--- src/rtl/free_list_if.sv ---
// Rename/retire interface of the physical-register free list.
// Dispatch and retire drive the master side; the free list is the slave.
interface free_list_if #(
  parameter int unsigned WAYS     = 4,
  parameter int unsigned PRF      = 64,
  parameter int unsigned FL_DEPTH = PRF - 32
);
  localparam int unsigned TAG_W = $clog2(PRF);
  localparam int unsigned CNT_W = $clog2(FL_DEPTH) + 1;

  logic [WAYS-1:0]            alloc_en;
  logic [WAYS-1:0][TAG_W-1:0] alloc_tag;
  logic [CNT_W-1:0]           free_count;
  logic [WAYS-1:0]            ret_en;
  logic [WAYS-1:0][TAG_W-1:0] ret_old_tag;
  logic                       squash;
  logic                       fl_err;

  modport master (
    output alloc_en, ret_en, ret_old_tag, squash,
    input  alloc_tag, free_count, fl_err
  );

  modport slave (
    input  alloc_en, ret_en, ret_old_tag, squash,
    output alloc_tag, free_count, fl_err
  );
endinterface

--- src/rtl/free_list.sv ---
// Circular free list of PRF tags: dense in-order grants, retire reclaim, squash rollback.
// Optional FREE_LIST_CHECK_EN clamps over-allocation and raises sticky fl_err.
module free_list #(
  parameter int unsigned WAYS     = 4,
  parameter int unsigned PRF      = 64,
  parameter int unsigned FL_DEPTH = PRF - 32
) (
  input  logic        clock,
  input  logic        reset,
  free_list_if.slave  fl
);
  localparam int unsigned ARCH_REGS = 32;
  localparam int unsigned TAG_W     = $clog2(PRF);
  localparam int unsigned PTR_W     = $clog2(FL_DEPTH);
  localparam int unsigned CNT_W     = PTR_W + 1;

  logic [TAG_W-1:0] entries      [FL_DEPTH];
  logic [TAG_W-1:0] entries_next [FL_DEPTH];
  logic [PTR_W-1:0] head, arch_head, tail;
  logic [CNT_W-1:0] count;
  logic [CNT_W-1:0] alloc_ofs [WAYS];
  logic [CNT_W-1:0] ret_ofs   [WAYS];
  logic [CNT_W-1:0] n_a, n_r, n_grant;

  // Prefix popcounts give each way its dense slot offset.
  always_comb begin
    n_a = '0;
    n_r = '0;
    for (int i = 0; i < WAYS; i++) begin
      alloc_ofs[i] = n_a;
      ret_ofs[i]   = n_r;
      n_a = n_a + CNT_W'(fl.alloc_en[i]);
      n_r = n_r + CNT_W'(fl.ret_en[i]);
    end
  end

  always_comb begin
    for (int i = 0; i < WAYS; i++) begin
      fl.alloc_tag[i] = entries[head + PTR_W'(alloc_ofs[i])];
    end
  end

`ifdef FREE_LIST_CHECK_EN
  logic over;
  logic fl_err_q;
  assign over    = !fl.squash && (n_a > count);
  assign n_grant = over ? count : n_a;
  assign fl.fl_err = fl_err_q;
`else
  assign n_grant   = n_a;
  assign fl.fl_err = 1'b0;
`endif

  assign fl.free_count = count;

  // Retired tags land at tail; reset reloads the identity mapping above x0..x31.
  always_comb begin
    entries_next = entries;
    for (int i = 0; i < WAYS; i++) begin
      if (fl.ret_en[i]) begin
        entries_next[tail + PTR_W'(ret_ofs[i])] = fl.ret_old_tag[i];
      end
    end
    if (reset) begin
      for (int j = 0; j < FL_DEPTH; j++) begin
        entries_next[j] = TAG_W'(ARCH_REGS + 32'(j));
      end
    end
  end

  always_ff @(posedge clock) begin
    entries <= entries_next;
  end

  always_ff @(posedge clock) begin
    if (reset) begin
      head      <= '0;
      arch_head <= '0;
      tail      <= '0;
      count     <= CNT_W'(FL_DEPTH);
    end else begin
      tail      <= tail + PTR_W'(n_r);
      arch_head <= arch_head + PTR_W'(n_r);
      if (fl.squash) begin
        // Speculative grants are discarded by restoring head past this cycle's retirements.
        head  <= arch_head + PTR_W'(n_r);
        count <= CNT_W'(FL_DEPTH);
      end else begin
        head  <= head + PTR_W'(n_grant);
        count <= count - n_grant + n_r;
      end
    end
  end

`ifdef FREE_LIST_CHECK_EN
  always_ff @(posedge clock) begin
    if (reset) begin
      fl_err_q <= 1'b0;
    end else if (over) begin
      fl_err_q <= 1'b1;
      $error("free_list: over-allocation, requested %0d with %0d free", n_a, count);
    end
  end
`endif

endmodule
--- src/flat_wrapper.sv ---
// flat-port wrapper written by rule: the top's interface ports become plain ports
module free_list_flat 
#(
  parameter int unsigned WAYS     = 4,
  parameter int unsigned PRF      = 64,
  parameter int unsigned FL_DEPTH = PRF - 32
)
  (clock, reset, fl_alloc_en, fl_ret_en, fl_ret_old_tag, fl_squash, fl_alloc_tag, fl_free_count, fl_fl_err);
  free_list_if #(.WAYS(WAYS), .PRF(PRF), .FL_DEPTH(FL_DEPTH)) fl_i ();
  input  logic clock;
  input  logic reset;
  input wire logic [$bits(fl_i.alloc_en)-1:0] fl_alloc_en;
  input wire logic [$bits(fl_i.ret_en)-1:0] fl_ret_en;
  input wire logic [$bits(fl_i.ret_old_tag)-1:0] fl_ret_old_tag;
  input wire logic [$bits(fl_i.squash)-1:0] fl_squash;
  output wire logic [$bits(fl_i.alloc_tag)-1:0] fl_alloc_tag;
  output wire logic [$bits(fl_i.free_count)-1:0] fl_free_count;
  output wire logic [$bits(fl_i.fl_err)-1:0] fl_fl_err;
  assign fl_i.alloc_en = fl_alloc_en;
  assign fl_i.ret_en = fl_ret_en;
  assign fl_i.ret_old_tag = fl_ret_old_tag;
  assign fl_i.squash = fl_squash;
  assign fl_alloc_tag = fl_i.alloc_tag;
  assign fl_free_count = fl_i.free_count;
  assign fl_fl_err = fl_i.fl_err;
  free_list #(.WAYS(WAYS), .PRF(PRF), .FL_DEPTH(FL_DEPTH)) u_core (.clock(clock), .reset(reset), .fl(fl_i));
endmodule
--- config.mk ---
export PLATFORM = sky130hd
export DESIGN_NAME = free_list_flat
export DESIGN_NICKNAME = d
export VERILOG_FILES = /design/src/rtl/free_list_if.sv /design/src/rtl/free_list.sv /design/src/flat_wrapper.sv
export SDC_FILE = /design/constraint.sdc
export NUM_CORES = 1
export LEC_CHECK = 0
export CORE_MARGIN = 1.5
export CORE_UTILIZATION = 45
export CTS_BUF_LIST = sky130_fd_sc_hd__clkbuf_2 sky130_fd_sc_hd__clkbuf_4 sky130_fd_sc_hd__clkbuf_8
export CTS_CLUSTER_DIAMETER = 30
export DETAILED_ROUTE_END_ITERATION = 7
export MAX_ROUTING_LAYER = met4
export SETUP_SLACK_MARGIN = 0.2
export SKIP_LAST_GASP = 1
export SLEW_MARGIN = 20
export SYNTH_ARGS = -nofsm -noshare
export SYNTH_HDL_FRONTEND = slang
export SYNTH_SLANG_ARGS = --single-unit
--- constraint.sdc ---
create_clock -name clock -period 7.1 [get_ports clock]
set_input_delay 2.13 -clock clock [delete_from_list [all_inputs] [get_ports clock]]
set_output_delay 2.13 -clock clock [all_outputs]
set_load 0.03 [all_outputs]
==> flow_summary.html, run 1 <==
<table>
<tr><th>Metric</th><th>Value</th></tr>
<tr><th colspan="2">Run status</th></tr>
<tr><td>Run status</td><td>complete, but fails checks</td></tr>
<tr><td>Violations in the final reports</td><td>setup timing</td></tr>
<tr><th colspan="2">Final layout</th></tr>
<tr><td>Area taken by flip-flops and latches</td><td>4270 um2</td></tr>
<tr><td>Layout cells sized above 1</td><td>34.9%</td></tr>
<tr><td>Final design utilization</td><td>52.7%</td></tr>
<tr><td>Multi-input gate area in the final layout</td><td>16900 um2</td></tr>
<tr><td>Final #Nets</td><td>2410</td></tr>
<tr><td>Number of filler cells placed in the layout</td><td>4384</td></tr>
<tr><td>Synthesis-to-layout area growth</td><td>16.3%</td></tr>
<tr><th colspan="2">Die</th></tr>
<tr><td>Row count</td><td>81</td></tr>
<tr><td>Area of the core region</td><td>48700 um2</td></tr>
<tr><td>Number of placed I/O pins</td><td>66</td></tr>
<tr><td>DIE HEIGHT</td><td>225 um</td></tr>
<tr><td>Die ar.</td><td>50500 um2</td></tr>
<tr><td>Initial Utilization</td><td>45.3%</td></tr>
<tr><td>Die Wd</td><td>225 um</td></tr>
<tr><th colspan="2">Clock tree</th></tr>
<tr><td>Sink Count</td><td>213</td></tr>
<tr><td>CTS hold repair buffers</td><td>0</td></tr>
<tr><td>Maximum clock path buffer count</td><td>3</td></tr>
<tr><td>Master cell of the clock root buffer</td><td>sky130_fd_sc_hd__clkbuf_8</td></tr>
<tr><td>Register clock-pin slew on the reported worst setup and hold paths</td><td>0.04 ns</td></tr>
<tr><td>Insertion delay to the later sink of the worst-skew pair</td><td>0.69 ns</td></tr>
<tr><td># H-tree levels</td><td>3</td></tr>
<tr><td>Total CTS buffers</td><td>74</td></tr>
<tr><td>CTS tree</td><td>done</td></tr>
<tr><th colspan="2">Synthesis</th></tr>
<tr><td>Number of unique standard cell types used by synthesis</td><td>75</td></tr>
<tr><td>Multiplexer share of the synthesized area</td><td>39.8%</td></tr>
<tr><td>Number of enable flip-flop cells after synthesis</td><td>0</td></tr>
<tr><td>Average footprint of a synthesized cell</td><td>9.72 um2</td></tr>
<tr><td>Dominant combinational cell family by area after synthesis</td><td>multiplexers</td></tr>
<tr><td>Synthesized-area fraction occupied by adder cells</td><td>3.50%</td></tr>
<tr><td>Synthesis-stage register bit count</td><td>213</td></tr>
<tr><td>Post-synthesis simple-gate area fraction</td><td>14.6%</td></tr>
<tr><td>Syn Inst Count</td><td>2274</td></tr>
<tr><td>Total nets after synthesis</td><td>2363</td></tr>
<tr><td>Share of the yosys chip area belonging to registers</td><td>19.3%</td></tr>
<tr><td>Post-synthesis cell area</td><td>22100 um2</td></tr>
<tr><td>Proportion of netlist area held by the largest area contributor</td><td>24.5%</td></tr>
<tr><td>Area share of xor/xnor cells in the synthesized design</td><td>1.26%</td></tr>
<tr><td>Prevailing post-synth register cell</td><td>sky130_fd_sc_hd__dfxtp_1</td></tr>
<tr><td>Post-synth top area cell</td><td>sky130_fd_sc_hd__mux4_2</td></tr>
<tr><td>Compound-cell area share of the yosys netlist</td><td>16.5%</td></tr>
<tr><td>Cell types occupying the most area after synthesis</td><td>sky130_fd_sc_hd__mux4_2 24%, sky130_fd_sc_hd__dfxtp_1 19%, sky130_fd_sc_hd__mux2_2 10%</td></tr>
<tr><td>Share of flip-flops with an asynchronous set or reset</td><td>0%</td></tr>
<tr><td>Count of yosys warnings during synthesis</td><td>0</td></tr>
<tr><th colspan="2">STA</th></tr>
<tr><td>Worst-case headroom to the max-slew limit</td><td>17.7%</td></tr>
<tr><td>Final period utilization</td><td>102%</td></tr>
<tr><td>Shortest clock period the worst path allows after layout</td><td>7.26 ns</td></tr>
<tr><td>Hold Worst Slack</td><td>0.502 ns</td></tr>
<tr><td>Final slew viol count</td><td>0</td></tr>
<tr><td>Highest Clock Rate</td><td>138 MHz</td></tr>
<tr><td>Unrepaired setup endpoints after global routing</td><td>yes</td></tr>
<tr><td>Slack of the critical path</td><td>-0.157 ns</td></tr>
<tr><td>Final-report setup violation count</td><td>6</td></tr>
<tr><td>Final Hold Viols</td><td>0</td></tr>
<tr><td>Worst slew pin tran</td><td>1.23 ns</td></tr>
<tr><td>Final setup skew</td><td>0.0452 ns</td></tr>
<tr><th colspan="2">Power</th></tr>
<tr><td>Leak Pwr</td><td>9.21 nW</td></tr>
<tr><td>Largest voltage drop on the vdd net</td><td>0.191 mV</td></tr>
<tr><td>Power density normalized to cell area</td><td>370 nW/um2</td></tr>
<tr><th colspan="2">Place</th></tr>
<tr><td>Global placer's final weighted congestion</td><td>1.16</td></tr>
<tr><td>Half-perimeter wire length of the detailed placement result</td><td>82.2 mm</td></tr>
<tr><td>Number of buffers added on ports</td><td>64</td></tr>
<tr><th colspan="2">Worst setup path</th></tr>
<tr><td>Maximum fanout along the worst path</td><td>6</td></tr>
<tr><td>Startpoint of the lowest-slack register-to-register path</td><td>u_core.tail[0]$_SDFF_PP0_</td></tr>
<tr><td>Crit path launch type</td><td>input port</td></tr>
<tr><td>Category of the most critical setup path</td><td>input port to output pin</td></tr>
<tr><td>Kind of capture point of the worst setup path</td><td>output pin</td></tr>
<tr><td>Cells along the critical path</td><td>buf_6 -&gt; fa_2 -&gt; ha_4 -&gt; fa_2 -&gt; buf_12 -&gt; buf_12 -&gt; buf_16 -&gt; mux4_2 -&gt; mux4_2 -&gt; mux2_4 -&gt; buf_6</td></tr>
<tr><td>Worst path slowest cell</td><td>sky130_fd_sc_hd__fa_2</td></tr>
<tr><td>Largest stage delay on the critical path</td><td>0.60 ns</td></tr>
<tr><td>Origin of the worst setup path</td><td>fl_alloc_en[2]</td></tr>
<tr><td>Arr. time, crit path</td><td>5.13 ns</td></tr>
<tr><td>Data required time of the worst path</td><td>4.97 ns</td></tr>
<tr><th colspan="2">Routing</th></tr>
<tr><td>Aggregate routed wire length</td><td>118 mm</td></tr>
<tr><td>Routed len/inst</td><td>38.5 um</td></tr>
<tr><td>Antenna viol nets, final</td><td>0</td></tr>
<tr><td># DRC</td><td>0</td></tr>
<tr><td>Drt first pass iters</td><td>7</td></tr>
<tr><td>Via count</td><td>23307</td></tr>
<tr><td>Detail-routed via count per cell</td><td>7.62</td></tr>
<tr><td>Iteration-0 DRC count of the detailed router</td><td>3844</td></tr>
<tr><th colspan="2">Worst hold path</th></tr>
<tr><td>Beginning of the worst hold path</td><td>u_core.arch_head[4]$_SDFF_PP0_</td></tr>
<tr><td>Path class of the lowest-slack min-delay path</td><td>flip-flop to flip-flop</td></tr>
<tr><th colspan="2">Global route</th></tr>
<tr><td>Largest net degree at the start of global routing</td><td>61</td></tr>
<tr><td>Wire length of the first global-routing pass</td><td>164 mm</td></tr>
<tr><td>GRT Total Usage</td><td>47.5%</td></tr>
<tr><td>Antenna violations before repair</td><td>14</td></tr>
<tr><td>Via count of the first global-routing pass</td><td>21817</td></tr>
<tr><td>Sum of overflow across all layers after global routing</td><td>0</td></tr>
<tr><th colspan="2">Run</th></tr>
<tr><td>Max-cap check violation count</td><td>0</td></tr>
</table>
[registers in the layout, summed over array words and instances, names as in the netlist]
register	count
u_core.arch_head	5
u_core.tail	5
u_core.entries	192
u_core.head	5
u_core.fl.free_count	6
[cell usage after synthesis, drive strengths merged, types with 38 or more instances]
cell type,count
ha,41
o21ai,101
o211ai,54
mux2,201
mux2i,113
a311oi,61
dfxtp,213
nor2,247
buf,65
clkbuf,170
mux4,240
nand2,133
o2111ai,38
nand3,146
inv,41
a221oi,55
[cell families after synthesis]
family / Yosys count
AND/OR/NAND/NOR: 671
XOR/XNOR: 31
multiplexers: 554
other: 1
adder cells (fa/ha/maj): 54
buffers and inverters: 276
AO/OA/AOI/OAI: 474
flip-flops: 213
[power breakdown]
group / internal (mW) / switching [mW]
registers: 1.40 / 0.579
clock network: 1.36 / 0.780
logic: 2.45 / 2.95
[critical path: cells and delay by family]
family / cells / cell delay [ns]
muxes: 3 / 1.10
buffers and inverters: 5 / 0.68
adders and majority gates: 3 / 1.21
[placed cells by master, fill, tap and decap left out, drive strengths merged, types with 17 or more instances in the layout]
master,instances
nor4,17
clkdlybuf4s50,39
nand3,146
mux4,240
inv,43
o21ai,101
a211o,28
nand2,133
a311oi,61
dfxtp,213
a21oi,33
and3,29
o211ai,54
a221oi,55
a211oi,35
ha,41
o2111ai,38
clkbuf,124
nor2,247
o221a,24
buf,167
mux2,201
mux2i,113
nor3,31
[final timing paths]
kind | to | slack [ns] | cells after the start
max | fl_alloc_tag[20] | -0.16 | 11
min | u_core.arch_head[4]$_SDFF_PP0_ | 0.50 | 2
max reg2reg | u_core.entries[129]$_SDFF_PP1_ | 3.23 | 7
min reg2reg | u_core.arch_head[4]$_SDFF_PP0_ | 0.50 | 2
[cell type report]
class / count / share of cell area (%)
Clock inverter: 8 / 0.219
Clock buffer: 124 / 6.03
Inverter: 41 / 0.603
Antenna cell: 16 / 0.156
Timing Repair Buffer: 206 / 7.60
Sequential cell: 213 / 16.6
Tap cell: 664 / 3.23
Multi-Input combinational cell: 1785 / 65.6
[stage by stage]
step	worst slack, ns	cell area [um2]	power (mW)	cells	TNS (ns)
floorplan	0.205	22200	5.14	2274	0
global placement	-0.559	23900	6.94	2900	-5.87
detailed placement	-0.591	23900	7.01	2900	-6.25
CTS	-0.158	25700	9.29	3040	-0.744
global route	-0.173	25700	9.77	3054	-1.11
finish	-0.157	25700	9.51	3057	-0.790
[repair_timing]
item                                    CTS  global route
cloned                                    3             0
endpoints found under the setup margin   18            12
pin swaps                                 2             1
buffers inserted                          5             1
resized for setup                        38             3
hold endpoints to repair                  0             0
[per-layer routing]
layer	global-route usage, %	share of wire (%)	vias to the layer above
met5	-	0	-
met2	63.8	40	2102
met4	30.2	7.5	0
met1	55.9	35	11387
li1	-	-	9171
met3	23.4	18	647
Power figures use the tool's default switching activity.
==> run 2: changes to the inputs <==
--- a/config.mk
+++ b/config.mk
@@ -6,14 +6,14 @@
 export NUM_CORES = 1
 export LEC_CHECK = 0
 export CORE_MARGIN = 1.5
-export CORE_UTILIZATION = 45
+export CORE_UTILIZATION = 25
 export CTS_BUF_LIST = sky130_fd_sc_hd__clkbuf_2 sky130_fd_sc_hd__clkbuf_4 sky130_fd_sc_hd__clkbuf_8
 export CTS_CLUSTER_DIAMETER = 30
 export DETAILED_ROUTE_END_ITERATION = 7
 export MAX_ROUTING_LAYER = met4
 export SETUP_SLACK_MARGIN = 0.2
 export SKIP_LAST_GASP = 1
-export SLEW_MARGIN = 20
+export SLEW_MARGIN = 15
 export SYNTH_ARGS = -nofsm -noshare
 export SYNTH_HDL_FRONTEND = slang
 export SYNTH_SLANG_ARGS = --single-unit
==> run 2 against run 1 <==
Net effect:
- the run still ends with setup timing left
- critical path type unchanged
- critical path depth increased by 1
- global-route usage shrank 19 points
- largest cell class unchanged
- cell count is 18% higher
==> flow_summary.html, run 2 (synthesis results as in run 1) <==
<table>
<tr><th>Metric</th><th>Value</th></tr>
<tr><th colspan="2">Run status</th></tr>
<tr><td>Run status</td><td>complete, but fails checks</td></tr>
<tr><td>Violations in the final reports</td><td>setup timing</td></tr>
<tr><th colspan="2">Worst hold path</th></tr>
<tr><td>Path class of the lowest-slack min-delay path</td><td>flip-flop to flip-flop</td></tr>
<tr><th colspan="2">Routing</th></tr>
<tr><td>Iteration-0 DRC count of the detailed router</td><td>3759</td></tr>
<tr><td>Detail-routed via count per cell</td><td>6.49</td></tr>
<tr><td>Via count</td><td>23353</td></tr>
<tr><td>Routed len/inst</td><td>36.0 um</td></tr>
<tr><td># DRC</td><td>0</td></tr>
<tr><td>Antenna viol nets, final</td><td>0</td></tr>
<tr><td>Drt first pass iters</td><td>7</td></tr>
<tr><td>Aggregate routed wire length</td><td>129 mm</td></tr>
<tr><th colspan="2">Clock tree</th></tr>
<tr><td>Total CTS buffers</td><td>74</td></tr>
<tr><td>Register clock-pin slew on the reported worst setup and hold paths</td><td>0.05 ns</td></tr>
<tr><td>CTS tree</td><td>done</td></tr>
<tr><td>Insertion delay to the later sink of the worst-skew pair</td><td>0.69 ns</td></tr>
<tr><td>Master cell of the clock root buffer</td><td>sky130_fd_sc_hd__clkbuf_8</td></tr>
<tr><td># H-tree levels</td><td>3</td></tr>
<tr><td>Maximum clock path buffer count</td><td>3</td></tr>
<tr><td>CTS hold repair buffers</td><td>0</td></tr>
<tr><td>Sink Count</td><td>213</td></tr>
<tr><th colspan="2">Power</th></tr>
<tr><td>Power density normalized to cell area</td><td>369 nW/um2</td></tr>
<tr><td>Relative contribution of sequential cells to total power</td><td>20.8%</td></tr>
<tr><td>Fraction of power spent switching nets</td><td>45.8%</td></tr>
<tr><td>Cell internal power dissipation</td><td>5.38 mW</td></tr>
<tr><td>Overall power</td><td>9.92 mW</td></tr>
<tr><td>Portion of total power attributed to the clock network</td><td>21.2%</td></tr>
<tr><td>Combinational fraction of design power</td><td>58.0%</td></tr>
<tr><td>Switching pwr</td><td>4.55 mW</td></tr>
<tr><td>Leak Pwr</td><td>9.52 nW</td></tr>
<tr><td>Largest voltage drop on the vdd net</td><td>0.367 mV</td></tr>
<tr><th colspan="2">Global route</th></tr>
<tr><td>Antenna violations before repair</td><td>16</td></tr>
<tr><td>GRT Total Usage</td><td>29.0%</td></tr>
<tr><td>Sum of overflow across all layers after global routing</td><td>0</td></tr>
<tr><td>Largest net degree at the start of global routing</td><td>73</td></tr>
<tr><td>Via count of the first global-routing pass</td><td>21690</td></tr>
<tr><td>Wire length of the first global-routing pass</td><td>178 mm</td></tr>
<tr><th colspan="2">Worst setup path</th></tr>
<tr><td>Arr. time, crit path</td><td>5.12 ns</td></tr>
<tr><td>Category of the most critical setup path</td><td>input port to output pin</td></tr>
<tr><td>Data required time of the worst path</td><td>4.97 ns</td></tr>
<tr><td>Crit path launch type</td><td>input port</td></tr>
<tr><td>Maximum fanout along the worst path</td><td>7</td></tr>
<tr><td>Kind of capture point of the worst setup path</td><td>output pin</td></tr>
<tr><th colspan="2">Die</th></tr>
<tr><td>Die ar.</td><td>90200 um2</td></tr>
<tr><td>Initial Utilization</td><td>25.4%</td></tr>
<tr><td>Area of the core region</td><td>87200 um2</td></tr>
<tr><td>Number of placed I/O pins</td><td>66</td></tr>
<tr><td>Die Wd</td><td>300 um</td></tr>
<tr><td>DIE HEIGHT</td><td>300 um</td></tr>
<tr><td>Row count</td><td>108</td></tr>
<tr><th colspan="2">Final layout</th></tr>
<tr><td>Layout cells sized above 1</td><td>36.4%</td></tr>
<tr><td>Synthesis-to-layout area growth</td><td>21.7%</td></tr>
<tr><td>Final #Nets</td><td>2456</td></tr>
<tr><td>Register with the highest flop count</td><td>u_core.entries</td></tr>
<tr><td>Flip-flop count of the largest register after layout</td><td>192</td></tr>
<tr><td>Most common cell after layout, fill and taps aside</td><td>sky130_fd_sc_hd__nor2_1</td></tr>
<tr><td>Highest-count cells in the layout ignoring fill and taps</td><td>247 x sky130_fd_sc_hd__nor2_1, 240 x sky130_fd_sc_hd__mux4_2, 209 x sky130_fd_sc_hd__dfxtp_1</td></tr>
<tr><th colspan="2">STA</th></tr>
<tr><td>Slack of the critical path</td><td>-0.147 ns</td></tr>
<tr><td>Highest Clock Rate</td><td>138 MHz</td></tr>
<tr><td>Final slew viol count</td><td>0</td></tr>
<tr><td>Worst slew pin tran</td><td>1.21 ns</td></tr>
<tr><td>Worst-case headroom to the max-slew limit</td><td>18.8%</td></tr>
<tr><td>Final-report setup violation count</td><td>11</td></tr>
<tr><td>Final Hold Viols</td><td>0</td></tr>
<tr><td>Shortest clock period the worst path allows after layout</td><td>7.25 ns</td></tr>
<tr><td>Final setup skew</td><td>0.0422 ns</td></tr>
<tr><td>Final period utilization</td><td>102%</td></tr>
<tr><td>Unrepaired setup endpoints after global routing</td><td>yes</td></tr>
<tr><th colspan="2">Run</th></tr>
<tr><td>Max-cap check violation count</td><td>0</td></tr>
<tr><th colspan="2">Place</th></tr>
<tr><td>Pre-CTS WS</td><td>-0.525 ns</td></tr>
<tr><td>Global placer's final weighted congestion</td><td>1.06</td></tr>
<tr><td>Half-perimeter wire length of the detailed placement result</td><td>91.4 mm</td></tr>
<tr><td>Number of buffers added on ports</td><td>64</td></tr>
</table>
## run 2: changes by cell type in the layout (fill, tap and decap cells not counted), sizes merged, moves of 2 or more
cell / change
buf: +48
clkbuf: -11
clkdlybuf4s50: -3
clkinv: +8
diode: +4
inv: +2
## run 2: worst max-delay path: stages
cell	delay, ns
sky130_fd_sc_hd__buf_8	0.10
sky130_fd_sc_hd__fa_2	0.60
sky130_fd_sc_hd__ha_4	0.14
sky130_fd_sc_hd__fa_2	0.45
sky130_fd_sc_hd__buf_12	0.15
sky130_fd_sc_hd__buf_6	0.11
sky130_fd_sc_hd__buf_12	0.12
sky130_fd_sc_hd__buf_16	0.13
sky130_fd_sc_hd__mux4_2	0.28
sky130_fd_sc_hd__mux4_2	0.47
sky130_fd_sc_hd__mux2_4	0.29
sky130_fd_sc_hd__buf_6	0.14
## run 2: power by group through the flow
| stage | Combinational, mW | Sequential (mW) | Clock (mW) |
|---|---|---|---|
| 6_report | 5.76 | 2.06 | 2.10 |
| 3_5_place_dp | 5.24 | 1.99 | 0 |
| 3_3_place_gp | 5.21 | 2.00 | 0 |
| 5_1_grt | 5.99 | 2.02 | 2.18 |
| 2_1_floorplan | 3.56 | 1.58 | 0 |
| 4_1_cts | 5.59 | 1.97 | 2.10 |
## run 2: worst paths after layout
| kind | slack [ns] | to | cells past startpoint | from |
|---|---|---|---|---|
| worst max-delay path | -0.15 | fl_alloc_tag[18] | 12 | fl_alloc_en[0] |
| worst min-delay path | 0.51 | u_core.arch_head[4]$_SDFF_PP0_ | 2 | u_core.arch_head[4]$_SDFF_PP0_ |
| worst max register to register | 3.25 | u_core.entries[111]$_SDFF_PP1_ | 8 | u_core.tail[0]$_SDFF_PP0_ |
| worst min register to register | 0.51 | u_core.arch_head[4]$_SDFF_PP0_ | 2 | u_core.arch_head[4]$_SDFF_PP0_ |
## run 2: repair_timing
item | in CTS | in global routing
buffers inserted | 13 | 4
gates resized for setup | 52 | 4
cloned | 7 | 1
pin swaps | 3 | 2
setup endpoints to repair | 18 | 12
## run 2: through the flow
step	TNS [ns]	area, um2	std cells	utilization, %	hold slack, ns
2_1_floorplan	0	22200	2274	-	0.472
3_3_place_gp	-5.73	24800	3421	28.4	0.488
3_5_place_dp	-5.75	24800	3421	28.4	0.500
4_1_cts	-0.906	26800	3573	30.7	0.511
5_1_grt	-1.27	26900	3593	30.8	0.564
6_report	-0.866	26900	3598	30.8	0.514
## run 2: cell type report
type / count / area, um2
Antenna cell: 20 / 50.0
Clock buffer: 112 / 1400
Clock inverter: 20 / 161
Fill cell: 9029 / 60300
Inverter: 41 / 154
Multi-Input combinational cell: 1785 / 16900
Sequential cell: 213 / 4270
Tap cell: 1155 / 1450
Timing Repair Buffer: 252 / 2500
## run 2: per-layer routing
metal  vias to the layer above  wire (um)  part of all wire, %  GRT usage [%]
li1                       9278          -                    -              -
met1                     11490      48200                   37           36.2
met2                      2074      52000                   40           38.9
met3                       511      20800                   16           12.4
met4                         0       8300                  6.4           15.5
met5                         -          0                    0              -
